[src/rtl/mdu_pkg.sv]
// mdu_pkg: shared types and constants for the M-extension sequencer.
//   state_e        FSM states S_IDLE..S_DONE
//   F3_*           FUNC3 op encodings
//   XLEN_DEF       default operand/result width
//   MUL_LATENCY_DEF default cycles spent in S_MUL
package mdu_pkg;
  localparam int XLEN_DEF        = 32;
  localparam int MUL_LATENCY_DEF = 2;

  typedef enum logic [1:0] {S_IDLE, S_MUL, S_DIV, S_DONE} state_e;

  localparam logic [2:0] F3_MUL    = 3'b000;
  localparam logic [2:0] F3_MULH   = 3'b001;
  localparam logic [2:0] F3_MULHSU = 3'b010;
  localparam logic [2:0] F3_MULHU  = 3'b011;
  localparam logic [2:0] F3_DIV    = 3'b100;
  localparam logic [2:0] F3_DIVU   = 3'b101;
  localparam logic [2:0] F3_REM    = 3'b110;
  localparam logic [2:0] F3_REMU   = 3'b111;

  // DIV/REM are the signed divide ops (FUNC3[0]=0).
  function automatic logic f3_div_signed(logic [2:0] f3);
    return ~f3[0];
  endfunction
endpackage

[src/rtl/muldiv_sequencer_if.sv]
// muldiv_sequencer_if: decode/EX <-> M-unit signal bundle.
//   master: drives START, FUNC3, OP1, OP2, FLUSH; reads RESULT, RESULT_VALID, BUSY, STALL
//   slave : the sequencer side (mirror of master)
interface muldiv_sequencer_if #(parameter int XLEN = mdu_pkg::XLEN_DEF);
  logic            START;
  logic [2:0]      FUNC3;
  logic [XLEN-1:0] OP1;
  logic [XLEN-1:0] OP2;
  logic            FLUSH;
  logic [XLEN-1:0] RESULT;
  logic            RESULT_VALID;
  logic            BUSY;
  logic            STALL;

  modport master (output START, FUNC3, OP1, OP2, FLUSH,
                  input  RESULT, RESULT_VALID, BUSY, STALL);
  modport slave  (input  START, FUNC3, OP1, OP2, FLUSH,
                  output RESULT, RESULT_VALID, BUSY, STALL);
endinterface

[src/rtl/muldiv_sequencer_div_iter_core.sv]
// div_iter_core: unsigned restoring divider datapath, one quotient bit per step, MSB first.
//   clk, rst          clock, async active-high reset
//   load              capture dividend/divisor, clear partial remainder
//   step              perform one restoring iteration
//   dividend, divisor unsigned magnitudes
//   quotient, remainder results, valid after XLEN steps
module div_iter_core #(
  parameter int XLEN = 32
) (
  input  logic            clk,
  input  logic            rst,
  input  logic            load,
  input  logic            step,
  input  logic [XLEN-1:0] dividend,
  input  logic [XLEN-1:0] divisor,
  output logic [XLEN-1:0] quotient,
  output logic [XLEN-1:0] remainder
);
  logic [XLEN-1:0] quo_q, quo_d, rem_q, rem_d, dvs_q, dvs_d;
  logic [XLEN:0]   shl, diff;

  // The quotient register doubles as the dividend shifter: its MSB feeds the
  // partial remainder while the new quotient bit enters at the LSB.
  always_comb begin
    quo_d = quo_q;
    rem_d = rem_q;
    dvs_d = dvs_q;
    shl   = {rem_q, quo_q[XLEN-1]};
    diff  = shl - {1'b0, dvs_q};
    if (load) begin
      quo_d = dividend;
      rem_d = '0;
      dvs_d = divisor;
    end else if (step) begin
      // rem < divisor always, so shl < 2*divisor and diff[XLEN] is a clean borrow
      if (!diff[XLEN]) begin
        rem_d = diff[XLEN-1:0];
        quo_d = {quo_q[XLEN-2:0], 1'b1};
      end else begin
        rem_d = shl[XLEN-1:0];
        quo_d = {quo_q[XLEN-2:0], 1'b0};
      end
    end
  end

  always_ff @(posedge clk or posedge rst) begin
    if (rst) begin
      quo_q <= '0;
      rem_q <= '0;
      dvs_q <= '0;
    end else begin
      quo_q <= quo_d;
      rem_q <= rem_d;
      dvs_q <= dvs_d;
    end
  end

  assign quotient  = quo_q;
  assign remainder = rem_q;
endmodule

[src/rtl/muldiv_sequencer.sv]
// muldiv_sequencer: multi-cycle RV M-extension unit beside the EX-stage ALU.
//   CLK, RESET  clock, async active-high reset
//   bus (slave) START/FUNC3/OP1/OP2/FLUSH in; RESULT/RESULT_VALID/BUSY/STALL out
// Multiply sits MUL_LATENCY cycles in S_MUL; divide runs XLEN restoring steps
// in S_DIV; divide-by-zero and signed overflow finish straight from S_IDLE.
// Optional MDU_REUSE_EN: caches the last completed normal divide so a
// matching DIV/REM pair finishes in one cycle.
module muldiv_sequencer
  import mdu_pkg::*;
#(
  parameter int XLEN        = XLEN_DEF,
  parameter int MUL_LATENCY = MUL_LATENCY_DEF
) (
  input logic                CLK,
  input logic                RESET,
  muldiv_sequencer_if.slave  bus
);
  localparam int CNT_MAX = (XLEN > MUL_LATENCY) ? XLEN : MUL_LATENCY;
  localparam int CNT_W   = $clog2(CNT_MAX + 1);

  state_e          state_q, state_d;
  logic [CNT_W-1:0] cnt_q, cnt_d;
  logic [1:0]      f3_q, f3_d;
  logic [XLEN-1:0] op1_q, op1_d, op2_q, op2_d, result_q, result_d;
  logic            qneg_q, qneg_d, rneg_q, rneg_d, div_run_q, div_run_d;

  // ---- issue-side decode (S_IDLE) ----
  logic            is_div, sgn, is_rem, dz, ovf, a_neg, b_neg;
  logic [XLEN-1:0] mag1, mag2, special_res;
  logic            hit;
  logic [XLEN-1:0] hit_res;

  always_comb begin
    is_div = bus.FUNC3[2];
    sgn    = f3_div_signed(bus.FUNC3);
    is_rem = bus.FUNC3[1];
    dz     = (bus.OP2 == '0);
    ovf    = sgn && (bus.OP1 == {1'b1, {(XLEN-1){1'b0}}}) && (bus.OP2 == '1);
    a_neg  = sgn & bus.OP1[XLEN-1];
    b_neg  = sgn & bus.OP2[XLEN-1];
    mag1   = a_neg ? -bus.OP1 : bus.OP1;
    mag2   = b_neg ? -bus.OP2 : bus.OP2;
    // overflow quotient equals OP1 (most negative value), remainder 0
    if (dz) special_res = is_rem ? bus.OP1 : '1;
    else    special_res = is_rem ? '0 : bus.OP1;
  end

  // ---- multiplier: 33x33 signed product, low 2*XLEN bits via sign-extended operands ----
  logic            a_ext, b_ext;
  logic [2*XLEN-1:0] prod;
  logic [XLEN-1:0] mul_res;

  always_comb begin
    a_ext   = ((f3_q == 2'b01) || (f3_q == 2'b10)) & op1_q[XLEN-1];
    b_ext   = (f3_q == 2'b01) & op2_q[XLEN-1];
    prod    = {{XLEN{a_ext}}, op1_q} * {{XLEN{b_ext}}, op2_q};
    mul_res = (f3_q == 2'b00) ? prod[XLEN-1:0] : prod[2*XLEN-1:XLEN];
  end

  // ---- divider core + sign fix ----
  logic            core_load, core_step;
  logic [XLEN-1:0] core_quo, core_rem, quo_f, rem_f, div_out, res_out;

  div_iter_core #(.XLEN(XLEN)) u_div (
    .clk       (CLK),
    .rst       (RESET),
    .load      (core_load),
    .step      (core_step),
    .dividend  (mag1),
    .divisor   (mag2),
    .quotient  (core_quo),
    .remainder (core_rem)
  );

  always_comb begin
    quo_f   = qneg_q ? -core_quo : core_quo;
    rem_f   = rneg_q ? -core_rem : core_rem;
    div_out = f3_q[1] ? rem_f : quo_f;
    // divide result is only final in S_DONE, so it bypasses result_q that cycle
    res_out = (state_q == S_DONE && div_run_q) ? div_out : result_q;
  end

`ifdef MDU_REUSE_EN
  logic            c_vld_q, c_sgn_q, cache_we;
  logic [XLEN-1:0] c_op1_q, c_op2_q, c_quo_q, c_rem_q;

  always_comb begin
    hit     = c_vld_q && (c_sgn_q == sgn) && (c_op1_q == bus.OP1) && (c_op2_q == bus.OP2);
    hit_res = is_rem ? c_rem_q : c_quo_q;
  end

  always_ff @(posedge CLK or posedge RESET) begin
    if (RESET) begin
      c_vld_q <= 1'b0;
      c_sgn_q <= 1'b0;
      c_op1_q <= '0;
      c_op2_q <= '0;
      c_quo_q <= '0;
      c_rem_q <= '0;
    end else if (cache_we) begin
      c_vld_q <= 1'b1;
      c_sgn_q <= ~f3_q[0];
      c_op1_q <= op1_q;
      c_op2_q <= op2_q;
      c_quo_q <= quo_f;
      c_rem_q <= rem_f;
    end
  end
`else
  always_comb begin
    hit     = 1'b0;
    hit_res = '0;
  end
`endif

  // ---- FSM ----
  always_comb begin
    state_d   = state_q;
    cnt_d     = cnt_q;
    f3_d      = f3_q;
    op1_d     = op1_q;
    op2_d     = op2_q;
    result_d  = result_q;
    qneg_d    = qneg_q;
    rneg_d    = rneg_q;
    div_run_d = div_run_q;
    core_load = 1'b0;
    core_step = 1'b0;
`ifdef MDU_REUSE_EN
    cache_we  = 1'b0;
`endif
    case (state_q)
      S_IDLE: begin
        if (bus.START && !bus.FLUSH) begin
          f3_d      = bus.FUNC3[1:0];
          op1_d     = bus.OP1;
          op2_d     = bus.OP2;
          div_run_d = 1'b0;
          if (!is_div) begin
            state_d = S_MUL;
            cnt_d   = CNT_W'(MUL_LATENCY - 1);
          end else if (dz || ovf) begin
            state_d  = S_DONE;
            result_d = special_res;
          end else if (hit) begin
            state_d  = S_DONE;
            result_d = hit_res;
          end else begin
            state_d   = S_DIV;
            cnt_d     = CNT_W'(XLEN - 1);
            core_load = 1'b1;
            qneg_d    = a_neg ^ b_neg;
            rneg_d    = a_neg;
            div_run_d = 1'b1;
          end
        end
      end
      S_MUL: begin
        if (bus.FLUSH) begin
          state_d = S_IDLE;
          cnt_d   = '0;
        end else if (cnt_q == '0) begin
          state_d  = S_DONE;
          result_d = mul_res;
        end else begin
          cnt_d = cnt_q - 1'b1;
        end
      end
      S_DIV: begin
        if (bus.FLUSH) begin
          state_d   = S_IDLE;
          cnt_d     = '0;
          div_run_d = 1'b0;
        end else begin
          core_step = 1'b1;
          if (cnt_q == '0) state_d = S_DONE;
          else             cnt_d   = cnt_q - 1'b1;
        end
      end
      S_DONE: begin
        state_d  = S_IDLE;
        result_d = res_out;
`ifdef MDU_REUSE_EN
        cache_we = div_run_q;
`endif
      end
      default: state_d = S_IDLE;
    endcase
  end

  always_ff @(posedge CLK or posedge RESET) begin
    if (RESET) begin
      state_q   <= S_IDLE;
      cnt_q     <= '0;
      f3_q      <= '0;
      op1_q     <= '0;
      op2_q     <= '0;
      result_q  <= '0;
      qneg_q    <= 1'b0;
      rneg_q    <= 1'b0;
      div_run_q <= 1'b0;
    end else begin
      state_q   <= state_d;
      cnt_q     <= cnt_d;
      f3_q      <= f3_d;
      op1_q     <= op1_d;
      op2_q     <= op2_d;
      result_q  <= result_d;
      qneg_q    <= qneg_d;
      rneg_q    <= rneg_d;
      div_run_q <= div_run_d;
    end
  end

  assign bus.RESULT       = res_out;
  assign bus.RESULT_VALID = (state_q == S_DONE);
  assign bus.BUSY         = (state_q != S_IDLE);
  assign bus.STALL        = ((state_q == S_IDLE) && bus.START && !bus.FLUSH) ||
                            (state_q == S_MUL) || (state_q == S_DIV);
endmodule

[src/flat_wrapper.sv]
// flat-port wrapper written by rule: the top's interface ports become plain ports
module muldiv_sequencer_flat import mdu_pkg::*;
#(
  parameter int XLEN        = XLEN_DEF,
  parameter int MUL_LATENCY = MUL_LATENCY_DEF
)
  (CLK, RESET, bus_START, bus_FUNC3, bus_OP1, bus_OP2, bus_FLUSH, bus_RESULT, bus_RESULT_VALID, bus_BUSY, bus_STALL);
  muldiv_sequencer_if #(.XLEN(XLEN)) bus_i ();
  input logic CLK;
  input logic RESET;
  input wire logic [$bits(bus_i.START)-1:0] bus_START;
  input wire logic [$bits(bus_i.FUNC3)-1:0] bus_FUNC3;
  input wire logic [$bits(bus_i.OP1)-1:0] bus_OP1;
  input wire logic [$bits(bus_i.OP2)-1:0] bus_OP2;
  input wire logic [$bits(bus_i.FLUSH)-1:0] bus_FLUSH;
  output wire logic [$bits(bus_i.RESULT)-1:0] bus_RESULT;
  output wire logic [$bits(bus_i.RESULT_VALID)-1:0] bus_RESULT_VALID;
  output wire logic [$bits(bus_i.BUSY)-1:0] bus_BUSY;
  output wire logic [$bits(bus_i.STALL)-1:0] bus_STALL;
  assign bus_i.START = bus_START;
  assign bus_i.FUNC3 = bus_FUNC3;
  assign bus_i.OP1 = bus_OP1;
  assign bus_i.OP2 = bus_OP2;
  assign bus_i.FLUSH = bus_FLUSH;
  assign bus_RESULT = bus_i.RESULT;
  assign bus_RESULT_VALID = bus_i.RESULT_VALID;
  assign bus_BUSY = bus_i.BUSY;
  assign bus_STALL = bus_i.STALL;
  muldiv_sequencer #(.XLEN(XLEN), .MUL_LATENCY(MUL_LATENCY)) u_core (.CLK(CLK), .RESET(RESET), .bus(bus_i));
endmodule
[config.mk]
export PLATFORM = sky130hd
export DESIGN_NAME = muldiv_sequencer_flat
export DESIGN_NICKNAME = d
export VERILOG_FILES = /design/src/rtl/mdu_pkg.sv /design/src/rtl/muldiv_sequencer_if.sv /design/src/rtl/muldiv_sequencer_div_iter_core.sv /design/src/rtl/muldiv_sequencer.sv /design/src/flat_wrapper.sv
export SDC_FILE = /design/constraint.sdc
export NUM_CORES = 2
export LEC_CHECK = 0
export ABC_CLOCK_PERIOD_IN_PS = 27100
export CAP_MARGIN = 20
export CORE_MARGIN = 5
export CORE_UTILIZATION = 40
export CTS_BUF_LIST = sky130_fd_sc_hd__clkbuf_4
export DETAILED_ROUTE_END_ITERATION = 10
export SLEW_MARGIN = 10
export SYNTH_ARGS = -nofsm -noshare
export SYNTH_HDL_FRONTEND = slang
export SYNTH_SLANG_ARGS = --single-unit
[constraint.sdc]
create_clock -name CLK -period 27.1 [get_ports CLK]
set_input_delay 8.13 -clock CLK [delete_from_list [all_inputs] [get_ports CLK]]
set_output_delay 8.13 -clock CLK [all_outputs]
set_load 0.01 [all_outputs]
==> reports/qor.yml <==
status:
  status: "complete, no violations"
sta:
  fmax_mhz: 55.5
  slew_headroom: 0.267
  rsz0062_at_grt: "no"
  finClkSkew_ns: 0.0538
  period_needed_ns: 18.02
  hold_viol: 0
  finalCritPeriodShare: 0.665
  worst_slew_pin_slew_ns: 1.10
  slew_viol_final: 0
  fin_setup_tns_ns: 0
  finalSetupViolCount: 0
die:
  rows: 132
  core_um2: 130000
  dieArea_um2: 138000
  die_h_um: 372
  io_pins: 106
  initial_core_util: 0.403
  die_w_um: 372
global_route:
  grt_max_degree: 78
  grt_pass1_vias: 43600
  grt.total_usage: 0.244
  grt_overflow: 0
  antenna_found_initial: 8
  grt_pass1_wl_um: 260000
worst_setup_path:
  slowest_delay_ns: 0.63
  worst-endpoint-arrival_ns: 9.89
  startpoint_type: "primary input"
  end_kind: "primary output"
  slowest_stage: "clkdlybuf4s50_1"
  critPathRequiredTime_ns: 18.97
  path_cells: "clkdlybuf4s50_1 > nand2b_1 > nor2_4 > or3_1 > clkdlybuf4s50_1"
  rrSetupSlack_ns: 15.70
  critPathMaxFanout: 8
  crit_path_frequent_cell: "clkdlybuf4s50_1"
  path_class: "in -> out"
cts:
  cts_tree: "yes"
  post_cts_buffers: 0
  clock_sinks: 205
  cts_resized: 0
  path_clk_slew_ns: 0.06
  cts_max_path_buffers: 3
  clk_latency_ns: 0.84
  cts_inserted_buffers: 61
  hold_buffers: 0
  cts_root_buffer: "clkbuf_4"
  h-tree-depth: 2
synth:
  ys.flop_type: "dfrtp_1"
  syn_area_per_cell_um2: 8.56
  ys_seq_area_frac: 0.0980
  synth_edf_count: 0
  syn_inst: 6112
  yosysMostFrequentCell: "inv_1"
  synth_nets: 7567
  yosysWarnings: 0
  synthArstFlopShare: 1.00
  yosysUniqueCellTypes: 88
  netlist.area_leader.share: 0.431
  synth_area_leader_cell: "fa_1"
  ys_top_cells_by_area: "fa_1 (43%), dfrtp_1 (9.8%), inv_1 (9.1%)"
  synth_common_cells: "inv_1 (1265), nand2_1 (1201), fa_1 (1126)"
  ys_seq_elements: 205
  synth_area_um2: 52300
cells_and_area:
  drive_gt1_frac: 0.0366
  fin_nets: 7481
  finish.utilization: 0.429
  stdcell_area_um2: 55700
  area_growth_pct: 6.51
  n_fill_cell: 13100
drt:
  num_vias: 41800
  drt-pass1-iter-count: 8
  drt_iter0_drc: 3282
  ant_nets: 0
  wl_um: 164000
  viasPerCell: 5.34
  drc_errors: 0
  wl_per_cell_um: 21.0
hold_path:
  hold_class: "reg -> reg"
placement:
  hpwl_um: 125000
  gp_congestion: 0.951
  port_buffers: 105
  dpl_cell_area_um2: 55000
flow_run:
  drv_cap: 0
-- cell usage in the layout, fill, tap and decap left out, types with 21 or more instances in the layout --
master / netlist / routed
a211oi_1: 22 / 22
a21o_1: 46 / 46
a21oi_1: 181 / 181
a31oi_1: 48 / 48
and2_1: 275 / 275
and3_1: 30 / 30
buf_4: 2 / 90
clkbuf_4: 1 / 85
clkdlybuf4s50_1: 0 / 105
dfrtp_1: 205 / 204
fa_1: 1126 / 1126
ha_1: 258 / 258
inv_1: 1265 / 1264
mux2i_1: 22 / 22
nand2_1: 1201 / 1200
nand3_1: 29 / 29
nor2_1: 205 / 202
nor2b_1: 22 / 21
nor3_1: 34 / 34
o21ai_0: 248 / 248
o21bai_1: 22 / 22
o31ai_1: 30 / 30
xnor2_1: 132 / 131
xor2_1: 83 / 83
-- path summary, 6_finish.rpt --
path / end / depth (start not counted) / start
worst max-delay path: bus_STALL / 5 / bus_FLUSH
worst min-delay path: u_core.op1_q[2] / 2 / u_core.op1_q[2]
worst max register to register: u_core.result_q[27] / 33 / u_core.f3_q[1]
worst min register to register: u_core.op1_q[2] / 2 / u_core.op1_q[2]
max in group asynchronous: u_core.u_div.quotient[15] / 3 / RESET
min in group asynchronous: u_core.u_div.remainder[1] / 2 / RESET
-- layer usage --
metal / up-vias / GRT usage / wire, µm
met5: - / 0.00321 / 63
met4: 2 / 0.0797 / 6360
met3: 327 / 0.0484 / 13700
met2: 1724 / 0.386 / 74500
met1: 21400 / 0.338 / 69700
li1: 18300 / - / -
-- state kept, by name, indices dropped and copies added, names as in the netlist --
| register | cells |
|---|---|
| u_core.f3_q | 2 |
| u_core.div_run_q | 1 |
| u_core.qneg_q | 1 |
| u_core.u_div.dvs_q | 32 |
| u_core.u_div.quotient | 32 |
| u_core.state_q | 2 |
| u_core.u_div.remainder | 32 |
| u_core.op2_q | 32 |
| u_core.op1_q | 32 |
| u_core.rneg_q | 1 |
| u_core.result_q | 32 |
| u_core.cnt_q | 6 |
-- worst max-delay path, delay by kind of cell --
family | cells | cell delay, ns
AND/OR/NAND/NOR | 3 | 0.63
buffers and inverters | 2 | 1.12
-- cell families (layout without fill, tap and decap cells) --
kind of cell,after synthesis,after routing,share of synthesized area
adders and majority gates,1393,1393,0.494
AOI/OAI and AO/OA,742,742,0.0880
and+or+nand+nor,1924,1924,0.163
buffers and inverters,1610,1568,0.116
muxes,23,23,0.00442
DFF,205,205,0.0980
other,0,6,0
xor gates and xnor gates,215,215,0.0360
-- layout make-up --
| type | instances | area [µm²] | area share |
|---|---|---|---|
| clock inverter | 22 | 118 | 0.00211 |
| clock buffer | 85 | 638 | 0.0114 |
| sequential | 205 | 5130 | 0.0921 |
| multi-input combinational | 4297 | 41200 | 0.739 |
| antenna | 6 | 15.0 | 0.000269 |
| tap | 1742 | 2180 | 0.0391 |
| timing repair buffer | 195 | 1730 | 0.0310 |
| inverter | 1266 | 4760 | 0.0854 |
-- through the flow --
stage / cells / hold WS, ns / setup slack, ns
after CTS: 7811 / 0.481 / 9.08
after global placement: 7704 / 0.460 / 9.11
after floorplan: 6112 / 0.450 / 10.19
after detailed placement: 7704 / 0.465 / 9.10
after global routing: 7817 / 0.496 / 9.01
final: 7818 / 0.477 / 9.08
Power is left out: the tool's default activity adds up to more than one toggle a clock period on the data nets, which glitch-free logic cannot reach.
